$ cat src/rtl/rand_dispatch.sv
`default_nettype none
// ============================================================================
// Module   : rand_dispatch
// Brief    : Rule 30 cellular-automaton random source shared by N_REQ
//            consumers through a round-robin req/ack arbiter.
// Revision : 1.0  initial release
// ============================================================================
module rand_dispatch #(
    parameter int unsigned N_REQ = 4,
    parameter logic [31:0] SEED  = 32'h5A39
) (
    input  logic             clk,
    input  logic             rst,
    input  logic             pause,
    input  logic             seed_ld,
    input  logic [31:0]      seed_val,
    input  logic [N_REQ-1:0] req,
    output logic [N_REQ-1:0] ack,
    output logic [2:0]       ack_id,
    output logic [31:0]      rnd_out,
    output logic             busy
);

    typedef enum logic [0:0] {
        S_RUN    = 1'b0,
        S_RESEED = 1'b1
    } fsm_t;

    localparam logic [N_REQ-1:0] C_ONE = {{(N_REQ-1){1'b0}}, 1'b1};

    fsm_t             fsm_q;
    logic [31:0]      state_q;
    logic [31:0]      state_d;
    logic [31:0]      seed_fix;
    logic [2:0]       rr_q;
    logic [2:0]       rr_d;
    logic [N_REQ-1:0] ack_q;
    logic [2:0]       ack_id_q;
    logic [31:0]      rnd_q;
    logic             busy_q;

    logic [N_REQ-1:0] rr_mask;
    logic [N_REQ-1:0] req_hi;
    logic [N_REQ-1:0] pick;
    logic [2:0]       win_id;
    logic             win_vld;

    // Cyclic Rule 30: left neighbour is a rotate-left, right neighbour a rotate-right.
    assign state_d  = {state_q[30:0], state_q[31]} ^ (state_q | {state_q[0], state_q[31:1]});
    assign seed_fix = (seed_val == 32'h0) ? SEED : seed_val;

    // Requests at or above the pointer take precedence; otherwise wrap to the lowest.
    assign rr_mask = ~((C_ONE << rr_q) - C_ONE);
    assign req_hi  = req & rr_mask;

    always_comb begin
        win_vld = |req;
        win_id  = '0;
        pick    = (|req_hi) ? req_hi : req;
        for (int j = N_REQ - 1; j >= 0; j--) begin
            if (pick[j]) begin
                win_id = 3'(j);
            end
        end
    end

    assign rr_d = (win_id == 3'(N_REQ - 1)) ? 3'd0 : win_id + 3'd1;

    always_ff @(posedge clk) begin
        if (rst) begin
            fsm_q    <= S_RUN;
            state_q  <= SEED;
            rr_q     <= '0;
            ack_q    <= '0;
            ack_id_q <= '0;
            rnd_q    <= '0;
            busy_q   <= 1'b0;
        end else begin
            ack_q  <= '0;
            busy_q <= 1'b0;
            if (seed_ld) begin
                // A reload always restarts the one-cycle RESEED window.
                state_q <= seed_fix;
                fsm_q   <= S_RESEED;
                busy_q  <= 1'b1;
            end else if (fsm_q == S_RESEED) begin
                fsm_q <= S_RUN;
            end else if (!pause) begin
                state_q <= state_d;
                if (win_vld) begin
                    ack_q    <= C_ONE << win_id;
                    ack_id_q <= win_id;
                    rnd_q    <= state_q;
                    rr_q     <= rr_d;
                end
            end
        end
    end

    assign ack     = ack_q;
    assign ack_id  = ack_id_q;
    assign rnd_out = rnd_q;
    assign busy    = busy_q;

endmodule
`default_nettype wire
$ cat config.mk
export PLATFORM = sky130hd
export DESIGN_NAME = rand_dispatch
export DESIGN_NICKNAME = d
export VERILOG_FILES = /design/src/rtl/rand_dispatch.sv
export SDC_FILE = /design/constraint.sdc
export NUM_CORES = 1
export LEC_CHECK = 0
export ABC_AREA = 1
export BUFFER_PORTS_ARGS = -buffer_cell sky130_fd_sc_hd__buf_2
export CORE_ASPECT_RATIO = 1.5
export CORE_MARGIN = 2
export CORE_UTILIZATION = 45
export DETAILED_ROUTE_END_ITERATION = 16
export PLACE_DENSITY = 0.78
export RECOVER_POWER = 100
export SLEW_MARGIN = 20
export SYNTH_ARGS = -nofsm -noshare
export SYNTH_HDL_FRONTEND = slang
export SYNTH_SLANG_ARGS = --single-unit
$ cat constraint.sdc
create_clock -name clk -period 2.4 [get_ports clk]
set_clock_uncertainty 0.2 [all_clocks]
set_input_delay 0.12 -clock clk [delete_from_list [all_inputs] [get_ports clk]]
set_output_delay 0.12 -clock clk [all_outputs]
set_load 0.005 [all_outputs]
==> metrics.yaml, run 1 <==
status: "finished, violations left"
violations: "hold timing"
insertion_delay_ns: 0.34
reg2reg_depth: 12
clkSlewWorstSetupHoldPaths_ns: 0.06
cp-end-kind: "flop"
overflow: 0
fill_cells: 720
syn-num-nets: 527
cts_setup_buffers: 0
crit_path_max_fanout: 4
hold_class: "input port to flop"
drt_iter0_markers: 260
syn_inst: 486
slew_headroom_pct: 58.0
yosysUniqueCellTypes: 38
synth_edf_count: 0
cts_buffers: 9
r2r_slack_ns: 0.14
wl_um: 9520
grt_pass1_wl_um: 16100
yosys.area.top_type_share_pct: 40.0
area_growth_pct: 26.8
yosysSeqAreaShare_pct: 40.0
synth.top_cells.by_count: "106 x nand2_1, 73 x dfxtp_1, 66 x inv_1, 39 x o21ai_0, 33 x nand3_1"
antenna_found_initial: 0
core-area_mm2: 0.00796
final_nets: 633
drtAntennaViolNets: 0
port_buffers: 78
critPathBufInv: 2
top_layer: "met4"
critPathKind: "flop to flop"
rsz0062_at_grt: "false"
holdPathStages: 4
finalCritPeriodShare_pct: 94.3
crit_family: "simple AND/OR/NAND/NOR gates"
p_leak_uw: 0.00229
drive_gt1_share_pct: 16.4
grt_pass1_vias: 3486
cap_violations: 0
worstHoldEndpoint: "state_q[24]"
yosys.cell_count.top_type: "nand2_1"
drv_slew: 0
fp.dieH_um: 114
fmax_mhz: 442
drt-wirelength-per-cell_um: 13.6
async_flop_share_pct: 0
hold_viol: 1
first_pass_iters: 4
preCtsSetupSlack_ns: 0.139
ir_worst_vdd_v: 0.000408
crit_slowest_cell: "dfxtp_1"
crit_path_frequent_cell: "nand2_1"
grt.total_usage_pct: 22.9
die-width_um: 77.6
worst_slack_ns: 0.137
critPathMaxStageDelay_ns: 0.36
dp_hpwl_um: 6390
diodes: 0
setup-tns-final_ns: 0
power_density_mw_per_mm2: 721
avgViaCountPerCell: 5.09
route.detailed.drc: 0
die_area_mm2: 0.00888
synthTopCellsByArea: "dfxtp_1 40%, nand2_1 11%, inv_1 6.8%, o211ai_1 5.7%, o21ai_0 5.3%"
clock-sinks: 73
rows: 40
crit_arrival_ns: 2.35
crit_chain: "inv_1, or2_2, ha_1, nand2_1, nand2_1, inv_1, nand3_1, nand3_1, nand3_2, nor2_1, nand2_1, nand3_2"
syn_area_mm2: 0.00366
grt_max_degree: 46
initial_core_util_pct: 45.9
tightest_slew_ns: 0.631
cts-htree-levels: 3
rr_endpoint: "rr_q[1]"
route.met2.wl_um: 5020
synth_top_area_cell: "dfxtp_1"
m1WireLength_um: 3850
clockBufferDepth: 2
crit_required_ns: 2.49
synth_flop_cell: "dfxtp_1"
worst_hold_startpoint: "pause"
yosys_warnings: 0
layout_min_cycle_time_ns: 2.26
cp-startpoint: "rr_q[0]"
cp-start-kind: "flop"
synth.avg_cell_area_um2: 7.52
vias: 3570
r2r-start: "rr_q[0]"
dr_wl_met3_um: 415
cts-root-buf: "clkbuf_16"
hold-worst-slack_ns: -0.0118
finalSetupViolations: 0
io_pins: 80
place_congestion: 0.858
synth.ff_latch_count: 73
cts_tree: "yes"
cell type report:
cell class | instances | area (um^2) | share of cell area, %
well taps | 105 | 131 | 2.83
flip-flops and latches | 73 | 1460 | 31.5
clock buffers | 10 | 229 | 4.94
repair buffers | 118 | 751 | 16.2
multi-input cells | 321 | 1710 | 36.9
clock inverters | 6 | 92.6 | 2.00
inverters | 69 | 262 | 5.64
cell usage in the layout (no fill, tap or decap), types with 3 or more instances in the layout:
master,instances
o21bai_1,8
nand3_2,3
o21ai_0,58
o211ai_1,28
nand3_1,33
a22o_1,6
clkbuf_1,21
dfxtp_1,73
nor4_1,3
inv_1,66
nor2_1,29
buf_4,3
xor2_1,18
or2_2,5
clkbuf_16,9
nand2_1,108
buf_2,58
dlygate4sd3_1,35
power breakdown:
group | switching [uW] | internal (uW)
Combinational | 297 | 230
Sequential | 78.4 | 1300
Clock | 527 | 913
Total | 903 | 2440
repair_timing:
item	in CTS	in global routing
endpoints found under the setup margin	0	6
hold buffers	35	0
endpoints found under the hold margin	37	0
gates resized for setup	0	3
how the worst max path moves through the flow:
stage | slack [ns] | cells after the start | to
5_1_grt | 0.003 | 11 | rr_q[1]
2_1_floorplan | 0.43 | 11 | rr_q[0]
4_1_cts | 0.13 | 11 | rr_q[1]
3_3_place_gp | 0.36 | 11 | rr_q[0]
3_5_place_dp | 0.14 | 11 | rr_q[1]
6_report | 0.14 | 12 | rr_q[1]
kinds of logic after synthesis:
family                     count (synthesis)  synth area share [%]
DFF                                       73                  40.0
AOI/OAI and AO/OA                        107                  20.1
xor gates and xnor gates                  18                  4.31
buffers and inverters                     92                  11.1
and+or+nand+nor                          194                  24.1
other                                      1                 0.103
adders and majority gates                  1                 0.342
sequential cells by signal (all words and copies together) (netlist names):
signal	cells
ack	4
ack_id	2
busy	1
rnd_out	32
rr_q	2
state_q	32
per-layer routing:
| metal | global-route usage [%] | vias up |
|---|---|---|
| met5 | 0 | - |
| met1 | 26.3 | 1647 |
| met3 | 3.23 | 22 |
| li1 | - | 1792 |
| met4 | 12.6 | 0 |
| met2 | 40.5 | 109 |
per-stage QoR:
step	area [um^2]	power, uW	instances	hold WS, ns	utilization, %
global placement	4080	1870	651	0.225	51.3
finish	4640	3340	702	-0.0118	58.3
global route	4640	3510	702	0.0302	58.3
floorplan	3660	1750	486	-0.00762	-
CTS	4750	3390	702	0.000511	59.7
detailed placement	4080	1900	651	0.228	51.3
worst min-delay path, stage by stage:
cell     delay [ns]
buf_2          0.09
or2_4          0.13
nor2_4         0.03
a21oi_1        0.11
Note: power is estimated with default switching activity, not from simulation.
==> inputs of run 2 (changes only) <==
--- a/config.mk
+++ b/config.mk
@@ -11,7 +11,7 @@
 export CORE_MARGIN = 2
 export CORE_UTILIZATION = 45
 export DETAILED_ROUTE_END_ITERATION = 16
-export PLACE_DENSITY = 0.78
+export PLACE_DENSITY = 0.81
 export RECOVER_POWER = 100
 export SLEW_MARGIN = 20
 export SYNTH_ARGS = -nofsm -noshare
==> constraint.sdc (replaced) <==
create_clock -name clk -period 2 [get_ports clk]
set_clock_uncertainty 0.2 [all_clocks]
set_input_delay 0.4 -clock clk [delete_from_list [all_inputs] [get_ports clk]]
set_output_delay 0.4 -clock clk [all_outputs]
set_load 0.005 [all_outputs]
==> metrics.yaml, run 2 (synthesis gave the netlist of run 1 again) <==
clkSlewWorstSetupHoldPaths_ns: 0.06
fill_cells: 767
crit_required_ns: 2.03
critPathMaxStageDelay_ns: 0.36
place_congestion: 0.872
grt_pass1_vias: 3435
route.detailed.drc: 0
finalSetupViolations: 0
drtAntennaViolNets: 0
layout_min_cycle_time_ns: 1.95
rows: 40
clockBufferDepth: 2
drv_slew: 0
cp-start-kind: "flop"
crit_chain: "inv_2, or2_4, ha_4, nand2_2, nand2_2, a21oi_2, nand2_1, o21ai_2, nor2_4, nand2_2, nand3_2"
rr_endpoint: "rr_q[1]"
r2r_slack_ns: 0.05
rsz0062_at_grt: "true"
die-width_um: 77.6
insertion_delay_ns: 0.34
drt_iter0_markers: 230
final_nets: 608
grt_pass1_wl_um: 15500
core-area_mm2: 0.00796
crit_path_frequent_cell: "nand2_2"
cts-root-buf: "clkbuf_16"
fmax_mhz: 514
cp-end-kind: "flop"
tightest_slew_ns: 0.601
place_area_mm2: 0.00414
power_density_mw_per_mm2: 900
cts_tree: "yes"
status: "finished, final reports clean"
grt_max_degree: 40
vias: 3521
area_growth_pct: 20.9
diodes: 0
final_common_cell: "nand2_1"
cts-htree-levels: 3
initial_core_util_pct: 45.9
antenna_found_initial: 0
cap_violations: 0
cp-startpoint: "rr_q[0]"
overflow: 0
clock-sinks: 73
crit_family: "simple AND/OR/NAND/NOR gates"
drt-wirelength-per-cell_um: 13.8
critPathBufInv: 1
fin_area_mm2: 0.00442
crit_arrival_ns: 1.97
hold-worst-slack_ns: 0.140
grt.total_usage_pct: 22.0
ir_worst_vdd_v: 0.000523
hold_viol: 0
slew_headroom_pct: 59.9
final_cell_mix: "102 x nand2_1, 71 x dfxtp_1, 66 x inv_1"
preCtsSetupSlack_ns: -0.102
cts_buffers: 9
layoutNonFillerInstCount: 676
dp_hpwl_um: 6680
crit_path_max_fanout: 3
drive_gt1_share_pct: 21.2
fp.dieH_um: 114
worst_slack_ns: 0.0537
finalCritPeriodShare_pct: 97.3
reg2reg_depth: 11
postCtsHoldBufs: 0
p_leak_uw: 0.00220
critPathKind: "flop to flop"
crit_cells: 11
dp.cells: 660
avgViaCountPerCell: 5.21
port_buffers: 78
wl_um: 9310
p_total_uw: 3980
first_pass_iters: 4
worstSetupEndpoint: "rr_q[1]"
hold_class: "input port to flop"
r2r-start: "rr_q[0]"
io_pins: 80
crit_slowest_cell: "dfxtp_2"
die_area_mm2: 0.00888
-- run 2: metrics by stage --
step           TNS [ns]  util (%)
2_1_floorplan         0         -
3_3_place_gp          0      52.0
4_1_cts               0      56.6
6_report              0      55.6
5_1_grt         -0.0580      55.6
3_5_place_dp     -0.467      52.0
-- run 2: area by class of cell --
cell class,instances,area [um^2],share of cell area (%)
clock buffers,10,229,5.18
clock inverters,5,81.3,1.84
multi-input cells,321,1780,40.2
repair buffers,93,478,10.8
inverters,69,262,5.92
flip-flops and latches,73,1460,33.1
well taps,105,131,2.97
-- run 2: report_power, final --
group	switching, uW	internal (uW)
Clock	612	1080
Combinational	369	260
Sequential	95.8	1560
Total	1080	2900
-- run 2: per-layer routing --
metal / vias up / routed length (um) / share of wire, % / global-route usage (%)
li1: 1737 / - / - / -
met1: 1636 / 3720 / 40 / 25.0
met2: 113 / 4800 / 52 / 37.4
met3: 35 / 453 / 4.9 / 4.65
met4: 0 / 340 / 3.7 / 13.6
met5: - / 0 / 0 / 0
-- run 2: worst min-delay path by stage --
stage,start,end,slack (ns),cells after the start
after floorplan,rnd_out[15],rnd_out[15],0.24,2
after global placement,rnd_out[15],rnd_out[15],0.23,2
after detailed placement,rnd_out[16],rnd_out[16],0.23,2
after CTS,rst,busy,0.13,2
after global routing,rst,busy,0.16,2
final,rst,busy,0.14,2
-- run 2: repair_timing --
| action | in CTS | in global routing |
|---|---|---|
| setup buffers | 1 | 0 |
| pin swaps | 5 | 3 |
| endpoints found under the setup margin | 8 | 8 |
| resized for setup | 14 | 9 |
